--- config.mk ---
export PLATFORM = sky130hd
export DESIGN_NAME = hs4_rx
export DESIGN_NICKNAME = d
export VERILOG_FILES = /design/src/rtl/hs4_rx_pkg.sv /design/src/rtl/hs4_rx_sync2ff.sv /design/src/rtl/hs4_rx.sv
export SDC_FILE = /design/constraint.sdc
export NUM_CORES = 1
export LEC_CHECK = 0
export CAP_MARGIN = 30
export CORE_ASPECT_RATIO = 0.5
export CORE_MARGIN = 5
export CORE_UTILIZATION = 49
export CTS_CLUSTER_SIZE = 14
export DETAILED_ROUTE_END_ITERATION = 10
export PLACE_DENSITY_LB_ADDON = 0.15
export SYNTH_ARGS = -nofsm -noshare
export SYNTH_HDL_FRONTEND = slang
export SYNTH_SLANG_ARGS = --single-unit
export TNS_END_PERCENT = 1
--- constraint.sdc ---
create_clock -name clk_rx -period 2.3 [get_ports clk_rx]
set_clock_uncertainty 0.2 [all_clocks]
set_input_delay 0.23 -clock clk_rx [delete_from_list [all_inputs] [get_ports clk_rx]]
set_output_delay 0.23 -clock clk_rx [all_outputs]
set_load 0.02 [all_outputs]
--- src/rtl/hs4_rx_pkg.sv ---
// hs4_rx shared definitions
// data width default and FSM encodings
package hs4_rx_pkg;

    localparam int DEF_DATA_MSB = 7;

    typedef enum logic {
        IDLE = 1'b0,
        ACKH = 1'b1
    } state_t;

endpackage

--- src/rtl/hs4_rx_sync2ff.sv ---
// hs4_rx request synchronizer
// two-flop 1-bit synchronizer, async active-low reset
module sync2ff (
    input  logic clk,
    input  logic rst_n,
    input  logic d,
    output logic q
);

    logic meta;

    // shift raw input through two flops into the clk domain
    always_ff @(posedge clk or negedge rst_n) begin
        if (!rst_n) begin
            meta <= 1'b0;
            q    <= 1'b0;
        end else begin
            meta <= d;
            q    <= meta;
        end
    end

endmodule

--- src/rtl/hs4_rx.sv ---
// hs4_rx 4-phase bundled-data receiver
// sync req, capture into 2-entry FIFO, valid/ready out
module hs4_rx
    import hs4_rx_pkg::*;
#(
    parameter int DATA_MSB = DEF_DATA_MSB
) (
    input  logic            clk_rx,
    input  logic            reset,
    input  logic            req,
    input  logic [DATA_MSB:0] indata,
    output logic            ack,
    output logic            vo,
    output logic [DATA_MSB:0] rdata,
    input  logic            rdy,
    output logic [7:0]      cnt,
    output logic            err
);

    logic            req_s;
    state_t          state;
    state_t          state_nx;
    logic [DATA_MSB:0] mem [2];
    logic            wptr;
    logic            rptr;
    logic [1:0]      occ;
    logic            full;
    logic            push;
    logic            pop;
    logic            pend;

    sync2ff u_sync (
        .clk   (clk_rx),
        .rst_n (reset),
        .d     (req),
        .q     (req_s)
    );

    assign full  = (occ == 2'd2);
    assign vo    = (occ != 2'd0);
    assign pop   = vo & rdy;
    assign rdata = mem[rptr];
    assign ack   = (state == ACKH);

    // handshake state register
    always_ff @(posedge clk_rx or negedge reset) begin
        if (!reset) begin
            state <= IDLE;
        end else begin
            state <= state_nx;
        end
    end

    // capture when a slot is free or being freed this edge
    always_comb begin
        state_nx = state;
        push     = 1'b0;
        unique case (state)
            IDLE: begin
                if (req_s && (!full || pop)) begin
                    push     = 1'b1;
                    state_nx = ACKH;
                end
            end
            ACKH: begin
                if (!req_s) begin
                    state_nx = IDLE;
                end
            end
            default: state_nx = IDLE;
        endcase
    end

    // FIFO storage, pointers and occupancy
    always_ff @(posedge clk_rx or negedge reset) begin
        if (!reset) begin
            mem[0] <= '0;
            mem[1] <= '0;
            wptr   <= 1'b0;
            rptr   <= 1'b0;
            occ    <= 2'd0;
        end else begin
            if (push) begin
                mem[wptr] <= indata;
                wptr      <= ~wptr;
            end
            if (pop) begin
                rptr <= ~rptr;
            end
            occ <= occ + 2'(push) - 2'(pop);
        end
    end

    // capture counter, wraps naturally
    always_ff @(posedge clk_rx or negedge reset) begin
        if (!reset) begin
            cnt <= 8'd0;
        end else if (push) begin
            cnt <= cnt + 8'd1;
        end
    end

    // flag a request withdrawn while stalled
    always_ff @(posedge clk_rx or negedge reset) begin
        if (!reset) begin
            pend <= 1'b0;
            err  <= 1'b0;
        end else if (state == IDLE) begin
            if (push) begin
                pend <= 1'b0;
            end else if (req_s) begin
                pend <= 1'b1;
            end else if (pend) begin
                pend <= 1'b0;
                err  <= 1'b1;
            end
        end
    end

endmodule

## Yosys cells after proc, flatten, opt, wreduce, memory -nomap -nowiden

Cells that the tools add are included.

- $add $sub $neg: 3
- Magnitude comparators: 3
- Eq/ne operators: 1
- Multiplexer cells: 11
- Bitwise logic cells: 8
- Reductions and logical operators: 6

Operators with widths:

| cell | number |
|---|---|
| $mux W8 | 4 |
| $bwmux W16 | 1 |
| $add A8 B1 Y8 const B | 1 |
| $demux W8 S1 | 1 |
| $not A1 Y1 | 5 |
| $ge A2 B2 Y1 const B | 2 |
| $mux W1 | 4 |
| $not A1 Y2 | 2 |
| $reduce_and A4 Y1 | 1 |
| $add A2 B1 Y2 | 1 |
| $eq A2 B2 Y1 const B | 1 |
| $logic_and A1 B1 Y1 | 2 |
| $lt A2 B1 Y1 const B | 1 |
| $pmux W1 S2 | 1 |
| $reduce_bool A2 Y1 | 1 |
| $sub A2 B1 Y2 | 1 |
| $and A1 B1 Y1 | 1 |
| $logic_not A1 Y1 | 1 |
| $logic_or A1 B1 Y1 | 1 |

- Bits in registers: 33
- Input port bits: 12
- Output and inout bits: 19
- Word-level logic and storage cells: 43

## Logic depth before layout (Yosys ltp)

Gate-level depths: netlist (run 1).

- Word-level depth: 8
- Mapped depth: 8
- Gate-level depth less buffers: 7

## Modules after synthesis

From an unflattened synthesis (run 1), not the netlist that was laid out.

- Cell total of the unflattened synthesis: 99
- Area, all modules: 1460.2 um^2

By module, submodules not included:

| module | times used | cells each | area each (um^2) | sequential area each (um^2) |
|---|---|---|---|---|
| hs4_rx | 1 | 97 | 1410.1 | 775.7 |
| sync2ff | 1 | 2 | 50.0 | 50.0 |

## Worst setup path after synthesis (run 1)

No wires, ideal clock.

- Path kind: reg2reg
- From: register occ[0]
- To: register occ[1]
- Setup time: 80 ps
- Data arrival time: 1705 ps
- Data required time: 2020 ps
- Path slack: 315 ps
- Stages on the path, launching flop included: 9
- Buffers on the path: 1
- Clock period less this slack: 1985 ps
- Cell sequence: dfrtp_1 -> or3b_1 -> buf_6 -> nand2_1 -> ha_1 -> inv_1 -> ha_1 -> xnor2_1 -> xnor2_1

- Longest elaborated chain between the ends: 8
- Elaborated cells between the ends (all ways): 10
- Those cells by class: 2 x add/sub; 1 x eq/ne; 2 x mux; 1 x bitwise; 4 x reduce/logical

RTL lines:

| what | line | source |
|---|---|---|
| start, declared | hs4_rx.sv:26 | `logic [1:0] occ;` |
| start signal, assigned | hs4_rx.sv:90 | `occ <= occ + 2'(push) - 2'(pop);` |
| $eq A2 B2 Y1 / $reduce_bool A2 Y1 (equally long branches) | hs4_rx.sv:39, hs4_rx.sv:40 |  |
| $logic_not A1 Y1 / $and A1 B1 Y1 (equally long branches) | hs4_rx.sv:60, hs4_rx.sv:41 |  |
| $logic_or A1 B1 Y1 | hs4_rx.sv:60 | `if (req_s && (!full \|\| pop)) begin` |
| $logic_and A1 B1 Y1 | hs4_rx.sv:60 |  |
| $mux W1 | hs4_rx.sv:60 |  |
| $mux W1 | hs4_rx.sv:58 | `unique case (state)` |
| $add A2 B1 Y2 | hs4_rx.sv:90 |  |
| $sub A2 B1 Y2 * | hs4_rx.sv:90 |  |

Mark *: on every way between the ends. The rest lies on a longest branch, timed or not.
A chain may end at the register's enable or synchronous reset.

## Worst setup path after layout (run 1)

- From: register rptr
- To: output rdata[4]

- Longest elaborated chain between the ends: 4

RTL lines:

| what | line | source |
|---|---|---|
| start, declared | hs4_rx.sv:25 | `logic rptr;` |
| start signal, assigned | hs4_rx.sv:88 | `rptr <= ~rptr;` |
| $not A1 Y2 (implied by the code) | hs4_rx.sv:42 | `assign rdata = mem[rptr];` |
| $mux W8 (implied by the code) (3 in series) | hs4_rx.sv:42 |  |
| end, declared | hs4_rx.sv:14 | `output logic [DATA_MSB:0] rdata,` |

No other way between the ends. The select of a mux whose other input is x is not followed.

==> results of run 1 <==
## per-layer routing
metal	vias to the layer above	global-route usage (%)	wire, um
met1	449	17.72	1186
met3	3	6.610	171
li1	418	-	-
met5	-	0	0
met2	20	22.67	1183
met4	0	5.357	30
## cells in the final DEF (no fill, tap or decap), types with 2 or more instances in the layout
| cell type | instances |
|---|---|
| dfrtp_1 | 33 |
| clkdlybuf4s50_1 | 30 |
| mux2_2 | 17 |
| mux2_4 | 8 |
| xnor2_1 | 6 |
| xor2_1 | 5 |
| clkbuf_8 | 5 |
| buf_4 | 4 |
| ha_1 | 3 |
| nand2_1 | 2 |
| nor3_1 | 2 |
| nand3_1 | 2 |
| nor2_1 | 2 |
| clkinv_2 | 2 |
## state kept, by name (all words and copies together), names as in the netlist
register,flops
u_sync.meta,1
err,1
cnt,8
rptr,1
occ,2
pend,1
wptr,1
ack,1
u_sync.q,1
mem,16
## critical path, delay by kind of cell (launching register included)
kind / cells / cell delay [ns]
buffers and inverters: 1 / 0.54
muxes: 1 / 0.39
DFF: 1 / 0.58
## stage by stage
step	total power, mW	hold slack (ns)	util (%)	setup WS [ns]	area (sq um)
CTS	2.833	0.1567	64.84	0.05049	1897
floorplan	1.862	-0.2656	-	0.3146	1460
finish	2.786	0.1498	64.84	0.08176	1897
global route	2.991	0.1767	64.84	0.004796	1897
global placement	2.368	0.1357	62.02	0.1817	1814
detailed placement	2.402	0.1379	62.02	0.1092	1814
## cell type report
type                    instances  share of cell area [%]
multi-input cells              62                   31.86
repair buffers                 34                   17.41
inverters                       1                  0.1979
clock buffers                   6                   3.826
well taps                      40                   2.639
flip-flops and latches         33                   43.54
clock inverters                 2                  0.5277
## cells by family (layout without fill, tap and decap cells)
family,Yosys count,in the layout
and+or+nand+nor,20,20
buffers and inverters,4,43
DFF,33,33
xor gates and xnor gates,11,11
adders and majority gates,3,3
AOI/OAI and AO/OA,3,3
muxes,25,25
## how the worst max path moves through the flow
stage,startpoint,endpoint
floorplan,occ[0],occ[1]
global placement,rdy,occ[1]
detailed placement,rdy,occ[1]
CTS,rptr,rdata[4]
global route,rptr,rdata[7]
finish,rptr,rdata[4]
## power breakdown
part | leakage (nW) | switching [mW] | internal (mW)
logic | 0.392 | 0.538 | 0.773
clock network | 0.0450 | 0.201 | 0.209
registers | 0.390 | 0.214 | 0.850
total | 0.827 | 0.953 | 1.83
==> impl_metrics.csv, run 1 <==
group,metric,value,unit
synth,async_flop_share,100.0,%
synth,synth_top_family_by_area,"multiplexers",
critical_path,r2r_slack,0.34,ns
clock_network,insertion_delay,0.28,ns
placed_design,place_inst,170,
synth,yosysSeqAreaShare,56.56,%
synth,synthAdderAreaFrac,2.571,%
timing,hold_viol,0,
critical_path,rr_endpoint,"occ[1]",
pwr,ir_drop,0.0007592,V
synth,synthesis.area,1460,sq um
detailed_routing,routed_via_density,5.000,
clock_network,cts_buffer_depth,2,
critical_path,reg2regPathDepth,7,
synth,synth_top_area_share,56.56,%
timing,fmax,0.4508,GHz
timing,finalSetupViolCount,0,
die,core-area,2925,sq um
detailed_routing,drt_iter0_drc,27,
timing,worstMarginPinSlew,0.4153,ns
grt,grt_pass1_vias,1038,
synth,synth_nets,114,
finish,finalNonFillerCells,178,
synth,synth-compound-area-share,1.628,%
placed_design,port_buffers,30,
grt,grt_max_degree,34,
detailed_routing,firstDrtPassIters,2,
placed_design,dp.final_hpwl,1808,um
synth,yosysWarningCount,0,
synth,avgSynthCellArea,14.75,sq um
detailed_routing,wl,2573,um
synth,synthXorXnorAreaFrac,6.598,%
die,die_y,48.60,um
timing,fin_setup_tns,0,ns
job,maxCapViolations,0,
clock_network,cts_tree,"done",
critical_path,cp.required,1.87,ns
clock_network,cts.hold.buffers_added,0,
timing,rsz0062_at_grt,"false",
finish,final-seq-area,825.8,sq um
timing,period_needed,2.218,ns
finish,multi_input_area,604.3,sq um
hold_path,hp-class,"input port to asynchronous set/reset pin",
finish,drive_above_1_share,28.99,%
placed_design,gp_congestion,0.6125,
synth,yosysTopAreaCell,"dfrtp_1",
detailed_routing,ant_nets,0,
clock_network,cts.clk_slew.worst_paths,0.06,ns
outcome,outcome,"completed",
grt,track_usage,14.55,%
critical_path,cp-start-kind,"flop",
clock_network,postCtsSetupBuffers,0,
synth,synth_most_common_cell,"dfrtp_1",
synth,ys_ff_latch,33,
pwr,power_leakage,0.8268,nW
critical_path,end_kind,"primary output",
die,row_count,14,
timing,period_share,96.45,%
die,start_util,49.91,%
die,pin_count,31,
clock_network,post_cts_resize_count,0,
critical_path,timing.rr.start,"occ[1]",
grt,antenna_found_initial,0,
grt,grt_pass1_wl,4678,um
critical_path,crit_chain,"mux2_2, clkdlybuf4s50_1",
finish,finalNetCount,152,
critical_path,arrival,1.79,ns
synth,synthTopCellsByCount,"dfrtp_1, mux2_2, mux2_4",
synth,synthCells,99,
synth,ys_top_cells_by_area,"dfrtp_1, mux2_2, mux2_4",
synth,synthDistinctLibCells,28,
critical_path,path_max_fanout,9,
synth,muxShareOfSynthArea,21.34,%
synth,ys.flop_type,"dfrtp_1",
pwr,pwr_density_cell,1469,nW/um^2
critical_path,slowest_delay,0.58,ns
synth,yosys.area_share.simple,9.254,%
finish,area_delta_synth_final,29.91,%
critical_path,critPathKind,"flop to primary output",
die,dieArea,4238,sq um
clock_network,cts_root_buffer,"clkbuf_8",
timing,maxSlewHeadroom,72.31,%
timing,drv_slew,0,
synth,synth_edf_count,0,
clock_network,cts_inserted_buffers,5,
clock_network,cts.sinks,33,
grt,overflow,0,
detailed_routing,drc,0,
die,die_w,87.20,um
clock_network,htreeDepth,2,
detailed_routing,via_count,890,
critical_path,cp_slowest_cell,"dfrtp_1",
detailed_routing,wl_per_cell,14.46,um
finish,diodes,0,
finish,fillers,222,
Power figures use the tool's default switching activity.
==> inputs of run 2 (changes only) <==
CAP_MARGIN = default   (was 30)
==> results of run 2 <==
Same layout as run 1: the final DEF is identical, and so are final timing and power.
==> inputs of run 3 (changes only) <==
CAP_MARGIN = 20   (was default)
==> results of run 3 <==
Same layout as run 1: the final DEF is identical, and so are final timing and power.
